File: config.mk
export PLATFORM = sky130hd
export DESIGN_NAME = rv32_decode_exec_ctrl
export DESIGN_NICKNAME = d
export VERILOG_FILES = /design/src/rtl/rv32_decode_exec_ctrl.sv
export SDC_FILE = /design/constraint.sdc
export NUM_CORES = 1
export LEC_CHECK = 0
export BUFFER_PORTS_ARGS = -buffer_cell sky130_fd_sc_hd__buf_2
export CAP_MARGIN = 20
export CORE_MARGIN = 3
export CORE_UTILIZATION = 40
export DETAILED_ROUTE_END_ITERATION = 12
export HOLD_SLACK_MARGIN = 0.08
export PLACE_DENSITY_LB_ADDON = 0.12
export RECOVER_POWER = 50
export SYNTH_ARGS = -nofsm -noshare
export SYNTH_HDL_FRONTEND = slang
export SYNTH_SLANG_ARGS = --single-unit
File: constraint.sdc
create_clock -name clk -period 7.2 [get_ports clk]
set_input_delay 0.36 -clock clk [delete_from_list [all_inputs] [get_ports clk]]
set_output_delay 0.36 -clock clk [all_outputs]
set_load 0.05 [all_outputs]
File: src/rtl/rv32_decode_exec_ctrl.sv
// RV32I instruction decoder, integer ALU and the multi-cycle sequencer
// (FETCH / WAIT_INST / DECODE / EXEC / MEM) that drives every datapath select.
module rv32_decode_exec_ctrl (
    input  logic        clk,
    input  logic        rst,
    input  logic [31:0] inst,
    input  logic        inst_valid,
    input  logic        data_valid,
    input  logic [31:0] alu_din1,
    input  logic [31:0] alu_din2,
    output logic [31:0] imm,
    output logic [3:0]  funct,
    output logic [4:0]  rd,
    output logic [4:0]  rs1,
    output logic [4:0]  rs2,
    output logic [3:0]  inst_type,
    output logic [31:0] alu_dout,
    output logic [2:0]  alu_comp,
    output logic        inst_fetch,
    output logic        rd_en,
    output logic        rs1_en,
    output logic        rs2_en,
    output logic [1:0]  rd_din_sel,
    output logic [1:0]  pc_next_sel,
    output logic        alu_din1_sel,
    output logic [1:0]  alu_din2_sel,
    output logic [3:0]  alu_op,
    output logic        store_data,
    output logic        load_data
);
    typedef enum logic [3:0] {
        T_INVALID = 4'd0, T_LUI = 4'd1, T_AUIPC = 4'd2, T_JAL = 4'd3, T_JALR = 4'd4,
        T_BRANCH = 4'd5, T_LOAD = 4'd6, T_STORE = 4'd7, T_OPIMM = 4'd8, T_OP = 4'd9,
        T_SYS = 4'd10
    } inst_type_e;

    typedef enum logic [2:0] {
        S_IDLE, S_FETCH, S_WAIT_INST, S_DECODE, S_EXEC, S_MEM
    } state_e;

    localparam logic [3:0] OP_ADD = 4'd0, OP_SUB = 4'd1, OP_SLL = 4'd2, OP_SLT = 4'd3,
                           OP_SLTU = 4'd4, OP_XOR = 4'd5, OP_SRL = 4'd6, OP_SRA = 4'd7,
                           OP_OR = 4'd8, OP_AND = 4'd9;
    localparam logic [1:0] RD_NONE = 2'd0, RD_IMM = 2'd1, RD_ALU = 2'd2, RD_MEM = 2'd3;
    localparam logic [1:0] PC_STALL = 2'd0, PC_INCR = 2'd1, PC_ADD_IMM = 2'd2,
                           PC_ADD_RS1_IMM = 2'd3;
    localparam logic [1:0] D2_RS2 = 2'd1, D2_IMM = 2'd2, D2_CONST_4 = 2'd3;

    inst_type_e itype;
    state_e     state_q, state_d;
    logic [2:0] funct3;
    logic       comp_eq, comp_lt, comp_ltu;
    logic       branch_taken;
    logic [3:0] exec_op;

    assign funct3    = inst[14:12];
    assign rd        = inst[11:7];
    assign rs1       = inst[19:15];
    assign rs2       = inst[24:20];
    assign inst_type = itype;

    // NOTE: every always_comb output gets a default first so no path leaves it unassigned (no latch).
    always_comb begin
        itype = T_INVALID;
        case (inst[6:0])
            7'b0110111: itype = T_LUI;
            7'b0010111: itype = T_AUIPC;
            7'b1101111: itype = T_JAL;
            7'b1100111: itype = T_JALR;
            7'b1100011: itype = T_BRANCH;
            7'b0000011: itype = T_LOAD;
            7'b0100011: itype = T_STORE;
            7'b0010011: itype = T_OPIMM;
            7'b0110011: itype = T_OP;
            7'b0001111, 7'b1110011: itype = T_SYS;
            default: itype = T_INVALID;
        endcase
    end

    always_comb begin
        imm = '0;
        case (itype)
            T_JALR, T_LOAD, T_OPIMM: imm = {{20{inst[31]}}, inst[31:20]};
            T_STORE:  imm = {{20{inst[31]}}, inst[31:25], inst[11:7]};
            T_BRANCH: imm = {{19{inst[31]}}, inst[31], inst[7], inst[30:25], inst[11:8], 1'b0};
            T_LUI, T_AUIPC: imm = {inst[31:12], 12'b0};
            T_JAL:    imm = {{11{inst[31]}}, inst[31], inst[19:12], inst[20], inst[30:21], 1'b0};
            default:  imm = '0;
        endcase
    end

    // bit30 distinguishes SUB/SRA; for immediates it is only an opcode bit on shifts right.
    always_comb begin
        funct = {1'b0, funct3};
        if (itype == T_OP || (itype == T_OPIMM && funct3 == 3'b101))
            funct[3] = inst[30];
    end

    assign comp_eq  = (alu_din1 == alu_din2);
    assign comp_lt  = ($signed(alu_din1) < $signed(alu_din2));
    assign comp_ltu = (alu_din1 < alu_din2);
    assign alu_comp = {comp_eq, comp_lt, comp_ltu};

    always_comb begin
        alu_dout = '0;
        case (alu_op)
            OP_ADD:  alu_dout = alu_din1 + alu_din2;
            OP_SUB:  alu_dout = alu_din1 - alu_din2;
            OP_SLL:  alu_dout = alu_din1 << alu_din2[4:0];
            OP_SLT:  alu_dout = {31'b0, comp_lt};
            OP_SLTU: alu_dout = {31'b0, comp_ltu};
            OP_XOR:  alu_dout = alu_din1 ^ alu_din2;
            OP_SRL:  alu_dout = alu_din1 >> alu_din2[4:0];
            OP_SRA:  alu_dout = $unsigned($signed(alu_din1) >>> alu_din2[4:0]);
            OP_OR:   alu_dout = alu_din1 | alu_din2;
            OP_AND:  alu_dout = alu_din1 & alu_din2;
            default: alu_dout = '0;
        endcase
    end

    always_comb begin
        exec_op = OP_ADD;
        case (funct[2:0])
            3'b000:  exec_op = funct[3] ? OP_SUB : OP_ADD;
            3'b001:  exec_op = OP_SLL;
            3'b010:  exec_op = OP_SLT;
            3'b011:  exec_op = OP_SLTU;
            3'b100:  exec_op = OP_XOR;
            3'b101:  exec_op = funct[3] ? OP_SRA : OP_SRL;
            3'b110:  exec_op = OP_OR;
            default: exec_op = OP_AND;
        endcase
    end

    always_comb begin
        branch_taken = 1'b0;
        case (funct3)
            3'b000:  branch_taken = comp_eq;
            3'b001:  branch_taken = !comp_eq;
            3'b100:  branch_taken = comp_lt;
            3'b101:  branch_taken = !comp_lt;
            3'b110:  branch_taken = comp_ltu;
            3'b111:  branch_taken = !comp_ltu;
            default: branch_taken = 1'b0;
        endcase
    end

    // NOTE: sequential state uses non-blocking assignment so all flops update together.
    always_ff @(posedge clk or posedge rst) begin
        if (rst) state_q <= S_IDLE;
        else     state_q <= state_d;
    end

    always_comb begin
        state_d      = state_q;
        inst_fetch   = 1'b0;
        rs1_en       = 1'b0;
        rs2_en       = 1'b0;
        rd_din_sel   = RD_NONE;
        pc_next_sel  = PC_STALL;
        alu_din1_sel = 1'b0;
        alu_din2_sel = 2'd0;
        alu_op       = OP_ADD;
        store_data   = 1'b0;
        load_data    = 1'b0;
        case (state_q)
            S_IDLE:  state_d = S_FETCH;
            S_FETCH: begin
                inst_fetch = 1'b1;
                state_d    = S_WAIT_INST;
            end
            S_WAIT_INST: if (inst_valid) state_d = S_DECODE;
            S_DECODE: begin
                rs1_en  = itype inside {T_JALR, T_BRANCH, T_LOAD, T_STORE, T_OPIMM, T_OP};
                rs2_en  = itype inside {T_BRANCH, T_STORE, T_OP};
                state_d = S_EXEC;
            end
            S_EXEC: begin
                state_d = S_FETCH;
                case (itype)
                    T_LUI: begin
                        rd_din_sel = RD_IMM; pc_next_sel = PC_INCR;
                    end
                    T_AUIPC: begin
                        alu_din1_sel = 1'b1; alu_din2_sel = D2_IMM;
                        rd_din_sel = RD_ALU; pc_next_sel = PC_INCR;
                    end
                    T_JAL, T_JALR: begin
                        alu_din1_sel = 1'b1; alu_din2_sel = D2_CONST_4; rd_din_sel = RD_ALU;
                        pc_next_sel = (itype == T_JAL) ? PC_ADD_IMM : PC_ADD_RS1_IMM;
                    end
                    T_BRANCH: begin
                        alu_din2_sel = D2_RS2;
                        pc_next_sel  = branch_taken ? PC_ADD_IMM : PC_INCR;
                    end
                    T_LOAD, T_STORE: begin
                        alu_din2_sel = D2_IMM;
                        load_data    = (itype == T_LOAD);
                        store_data   = (itype == T_STORE);
                        state_d      = S_MEM;
                    end
                    T_OPIMM, T_OP: begin
                        alu_din2_sel = (itype == T_OP) ? D2_RS2 : D2_IMM;
                        alu_op = exec_op; rd_din_sel = RD_ALU; pc_next_sel = PC_INCR;
                    end
                    default: pc_next_sel = PC_INCR;
                endcase
            end
            S_MEM: if (data_valid) begin
                if (itype == T_LOAD) rd_din_sel = RD_MEM;
                pc_next_sel = PC_INCR;
                state_d     = S_FETCH;
            end
            default: state_d = S_IDLE;
        endcase
    end

    assign rd_en = (rd_din_sel != RD_NONE);
endmodule

==> results of run 1 <==
[path summary, 6_finish.rpt]
path / to / slack [ps] / depth (start not counted)
worst min-delay path: state_q[0] / 410 / 3
min in group asynchronous: state_q[2] / 570 / 3
worst min register to register: state_q[1] / 530 / 1
max in group asynchronous: state_q[0] / 6490 / 3
worst max register to register: state_q[2] / 6060 / 2
worst max-delay path: alu_dout[24] / 1820 / 10
[cell families after synthesis]
group	after synthesis	synth area share [%]
muxes	119	15.88
DFF	3	0.7282
xor gates and xnor gates	10	0.8497
AOI/OAI and AO/OA	570	36.51
and+or+nand+nor	520	23.64
buffers and inverters	250	10.23
adders and majority gates	99	12.16
[routing by layer]
layer  vias to the layer above  wire length, um  track usage, %
met5                         -                0               0
met4                         0             1690           9.326
met3                       102             5952           5.507
met2                       874            21440           51.47
met1                      6277            22360           51.30
li1                       5992                -               -
[area by class of cell]
| type | count | area [sq um] | area share [%] |
|---|---|---|---|
| Clock buffer | 4 | 78.83 | 0.6973 |
| Timing Repair Buffer | 229 | 1145 | 10.13 |
| Inverter | 107 | 401.6 | 3.553 |
| Tap cell | 330 | 412.9 | 3.652 |
| Sequential cell | 3 | 75.07 | 0.6641 |
| Multi-Input combinational cell | 1318 | 9191 | 81.31 |
[synthesized netlist by cell type (8+ instances only)]
| cell type | number | area share (%) |
|---|---|---|
| nor2_1 | 173 | 6.3 |
| nand2_1 | 152 | 5.5 |
| a21oi_1 | 132 | 6.4 |
| o21ai_0 | 119 | 5.8 |
| inv_1 | 101 | 3.7 |
| ha_1 | 97 | 12 |
| clkbuf_1 | 88 | 3.2 |
| mux2i_1 | 51 | 5.0 |
| a21o_1 | 49 | 3.6 |
| mux2_2 | 35 | 3.8 |
| nand3_1 | 35 | 1.7 |
| nor3_1 | 35 | 1.7 |
| mux4_2 | 32 | 7.0 |
| o211ai_1 | 32 | 2.3 |
| a211oi_1 | 29 | 2.1 |
| o22ai_1 | 26 | 1.6 |
| buf_4 | 25 | 1.8 |
| nor2b_1 | 23 | 1.4 |
| a22oi_1 | 19 | 1.4 |
| buf_2 | 18 | 0.87 |
| o21bai_1 | 18 | 1.3 |
| a31oi_1 | 17 | 1.0 |
| a221oi_1 | 13 | 1.1 |
| nand2b_1 | 13 | 0.79 |
| and2_1 | 12 | 0.73 |
| and3_1 | 12 | 0.73 |
| buf_1 | 12 | 0.44 |
| or3_1 | 11 | 0.67 |
| nor4_1 | 10 | 0.61 |
| or4_1 | 10 | 0.73 |
| a311oi_1 | 8 | 0.68 |
| nand4_1 | 8 | 0.49 |
| o21a_1 | 8 | 0.58 |
| o31ai_1 | 8 | 0.58 |
[through the flow]
stage / cells / power (mW)
2_1_floorplan: 1571 / 0.7721
3_3_place_gp: 1986 / 1.061
3_5_place_dp: 1986 / 1.061
4_1_cts: 1991 / 1.155
5_1_grt: 1991 / 1.249
6_report: 1991 / 1.181
[power by group through the flow]
stage	sequential, mW	clock [mW]	combinational (mW)
floorplan	0.0325	0	0.740
detailed placement	0.0422	0	1.02
CTS	0.0420	0.0892	1.02
global route	0.0442	0.0911	1.11
global placement	0.0419	0	1.02
finish	0.0419	0.0881	1.05
[critical path, cell delays in order]
cell	delay [ps]
buf_2	90
clkbuf_1	1860
clkinv_1	340
a21oi_1	320
or4_1	470
nand2_1	200
and3_1	250
a2111oi_0	560
o21ai_0	280
buf_2	280
==> results_dict.tcl, run 1 <==
set metrics [dict create \
    netSwitchingFraction_pct 64.10 \
    area_growth_pct 9.661 \
    grt_first_pass_wirelength_um 76040 \
    p_per_area_mw_per_mm2 104.4 \
    grt_max_degree 72 \
    synth_ff_type "dfrtp_1" \
    largest_register "state_q" \
    power_report.internal_total_mw 0.4239 \
    drc_errors 0 \
    cp.arrival_ps 5020 \
    worstHoldPathType "input pin to register" \
    grt_use_total_pct 34.48 \
    start_util_pct 40.82 \
    reg_top3 "state_q (3)" \
    die_x_um 166.5 \
    crit_type "input pin to primary output" \
    layout_min_cycle_time_ps 5384 \
    antenna_found_initial 0 \
    clock_latency_ps 220 \
    antenna_cells 0 \
    worstSetupStartpoint "inst[12]" \
    fmax_mhz 185.7 \
    clkTransAtPathRegs_ps 30 \
    final_common_cell "nor2_1" \
    die_area_sq_mm 0.02773 \
    postLayoutCoreUtil_pct 44.76 \
    ys_seq_area_share_pct 0.7282 \
    synth_cells 1571 \
    clkSinkCount 3 \
    clockBufferDepth 2 \
    syn_area_per_cell_sq_um 6.562 \
    pwr-share-clk_pct 7.5 \
    place_congestion 1.064 \
    crit_fanout 49 \
    root_buffer "clkbuf_16" \
    seqPwrFrac_pct 3.5 \
    slew_headroom_pct -75.82 \
    ir_worst_vdd_uv 109.9 \
    num-fill-cells 2795 \
    fin_crit_sh_pct 74.78 \
    hold_viol 0 \
    die_h_um 166.5 \
    tns_ps 0 \
    grt_overflow 0 \
    first_pass_iters 6 \
    syn_nets 1770 \
    power.switching_mw 0.7568 \
    hpwl_um 39940 \
    cp.required_ps 6840 \
    pin_count 207 \
    cts-hold-fix-buffers 1 \
    placed_area_sq_mm 0.01128 \
    largest_reg_flops 3 \
    via_count 13250 \
    leakagePower_nw 5.121 \
    ant_nets 0 \
    reg2reg_from "state_q[0]" \
    place.port_buffers 206 \
    cts_max_level 1 \
    ys_warn_count 0 \
    fin_ws_ps 1816 \
    rsz0062_at_grt "false" \
    synth_cell_types 88 \
    drt_wl_total_um 51450 \
    cts_setup_buffers 0 \
    violations "max-capacitance violations, max-slew violations" \
    netlist_area_sq_mm 0.01031 \
    hp-start "inst_valid" \
    slew_viol_final 77 \
    fin_hold_ws_ps 405.1 \
    final_area_sq_mm 0.01130 \
    ys_ff_latch 3 \
    startpoint_type "input pin" \
    place_ws_ps 2109 \
    fin_nets 1861 \
    final_cell_mix "172 x nor2_1, 157 x buf_2, 152 x nand2_1" \
    cts_tree "built" \
    crit_path_end_kind "primary output" \
    max_slew.worst_pin.slew_ps 2637 \
    core_sq_mm 0.02525 \
    grt_pass1_vias 12160 \
    row_count 58 \
    setup_viol 0 \
    comb_power_share_pct 89.0 \
    cap_violations 2 \
    wl_per_cell_um 25.84 \
    synth_edf_count 0 \
    first_iter_violations 1816 \
    skew_ps 1.545 \
    cts_buffers 3 \
    synthArstFlopShare_pct 100.0 \
    status "finished with violations" \
    post_cts_resized 0 \
    drt-vias-per-instance 6.652 \
    drive_above_1_share_pct 16.56 \
]
(Power assumes the default switching activity.)
==> inputs of run 2 (changes only) <==
==> constraint.sdc (replaced) <==
create_clock -name clk -period 4.7 [get_ports clk]
set_input_delay 0.235 -clock clk [delete_from_list [all_inputs] [get_ports clk]]
set_output_delay 0.235 -clock clk [all_outputs]
set_load 0.05 [all_outputs]
==> results_dict.tcl, run 2 (synthesis gave the netlist of run 1 again) <==
set metrics [dict create \
    skew_ps 0.1091 \
    placed_area_sq_mm 0.01161 \
    cts_tree "built" \
    die_area_sq_mm 0.02773 \
    first_pass_iters 6 \
    cts_buffers 3 \
    largest_reg_flops 3 \
    clockBufferDepth 2 \
    leakagePower_nw 5.326 \
    netSwitchingFraction_pct 63.47 \
    rsz0062_at_grt "false" \
    fin_crit_sh_pct 93.88 \
    core_sq_mm 0.02525 \
    clock_latency_ps 220 \
    drc_errors 0 \
    largest_register "state_q" \
    ant_nets 0 \
    tns_ps 0 \
    violations "max-capacitance violations, max-slew violations" \
    power.switching_mw 1.177 \
    final_cell_mix "172 x nor2_1, 158 x buf_2, 152 x nand2_1" \
    placed_cells 2026 \
    die_x_um 166.5 \
    slew_headroom_pct -2.706 \
    drive_above_1_share_pct 18.64 \
    setup_viol 0 \
    fin_cells 2032 \
    first_iter_violations 2020 \
    place_ws_ps 435.5 \
    ir_worst_vdd_uv 110.8 \
    crit_path_end_kind "primary output" \
    antenna_found_initial 0 \
    reg_top3 "state_q (3)" \
    grt_pass1_vias 12220 \
    via_count 13510 \
    hpwl_um 42390 \
    power_report.internal_total_mw 0.6775 \
    startpoint_type "input pin" \
    fin_ws_ps 287.6 \
    crit_type "input pin to primary output" \
    fin_nets 1901 \
    slew_viol_final 30 \
    cts_max_level 1 \
    p_per_area_mw_per_mm2 159.5 \
    grt_max_degree 84 \
    drt-vias-per-instance 6.650 \
    drt_wl_total_um 53700 \
    root_buffer "clkbuf_16" \
    slowest_stage "o21ai_1" \
    cp.arrival_ps 4180 \
    clkSinkCount 3 \
    cp_common_cell "buf_2" \
    row_count 58 \
    pin_count 207 \
    comb_power_share_pct 89.2 \
    grt_overflow 0 \
    p_total_mw 1.855 \
    worstHoldPathType "input pin to register" \
    place_congestion 1.074 \
    crit_family "compound AO/OA/AOI/OAI gates" \
    fmax_mhz 226.6 \
    postLayoutCoreUtil_pct 46.05 \
    critPathBufInv 3 \
    status "finished with violations" \
    place.port_buffers 206 \
    grt_use_total_pct 36.07 \
    grt_first_pass_wirelength_um 78610 \
    die_h_um 166.5 \
    seqPwrFrac_pct 3.4 \
    post_cts_resized 0 \
    pwr-share-clk_pct 7.3 \
    cap_violations 1 \
    max_slew.worst_pin.slew_ps 1541 \
    crit_fanout 7 \
    final_common_cell "nor2_1" \
    wl_per_cell_um 26.43 \
    hold_viol 0 \
    critPathMaxStageDelay_ps 490 \
    final_area_sq_mm 0.01163 \
    start_util_pct 40.82 \
    crit_chain "buf_2 > inv_1 > ha_1 > nor4_1 > o31a_1 > o311a_1 > nor2_1 > o31ai_1 > a41oi_1 > o21ai_1 > mux2i_1 > a41o_1 > buf_2" \
    fin_hold_ws_ps 288.9 \
    cp.required_ps 4470 \
    clkTransAtPathRegs_ps 30 \
    area_growth_pct 12.82 \
    layout_min_cycle_time_ps 4412 \
]
## run 2: cell types whose count changed in the layout (fill, tap and decap cells not counted), sizes merged
cell	previous run	this run
buf	179	220
diode	0	1
clkbuf	53	52
## run 2: worst paths after layout
kind,cells after the start,slack [ps],to,start
max,13,290,pc_next_sel[0],alu_din1[7]
min,3,290,state_q[0],inst_valid
max reg2reg,2,3540,state_q[2],state_q[0]
min reg2reg,1,510,state_q[1],state_q[2]
max in group asynchronous,3,4130,state_q[1],rst
min in group asynchronous,3,440,state_q[0],rst
## run 2: final cells by class
cell class | instances | area, sq um
diodes | 1 | 2.502
clock buffers | 4 | 78.83
fillers | 2820 | 13620
inverters | 107 | 401.6
multi-input cells | 1318 | 9200
flip-flops and latches | 3 | 75.07
well taps | 330 | 412.9
repair buffers | 269 | 1459
## run 2: power groups by stage
stage          Combinational (mW)  Clock, mW  Sequential [mW]
6_report                     1.66      0.136           0.0639
2_1_floorplan                1.14          0           0.0497
3_3_place_gp                 1.61          0           0.0627
5_1_grt                      1.75      0.139           0.0683
3_5_place_dp                 1.61          0           0.0634
4_1_cts                      1.61      0.136           0.0633
## run 2: tightest hold or removal path: stages
cell and delay (ps):
buf_2 100, nand2b_1 70, a21oi_1 60
## run 2: what timing repair did
| action | in CTS | in global routing |
|---|---|---|
| endpoints found under the hold margin | 3 | 0 |
| hold buffers | 1 | 0 |
| setup buffers | 0 | 0 |
## run 2: metal layers
layer,GRT usage (%),up-vias,part of all wire [%]
li1,-,6051,-
met1,53.02,6423,43
met5,0,-,0
met3,8.640,111,13
met4,10.01,0,3.3
met2,52.34,927,41
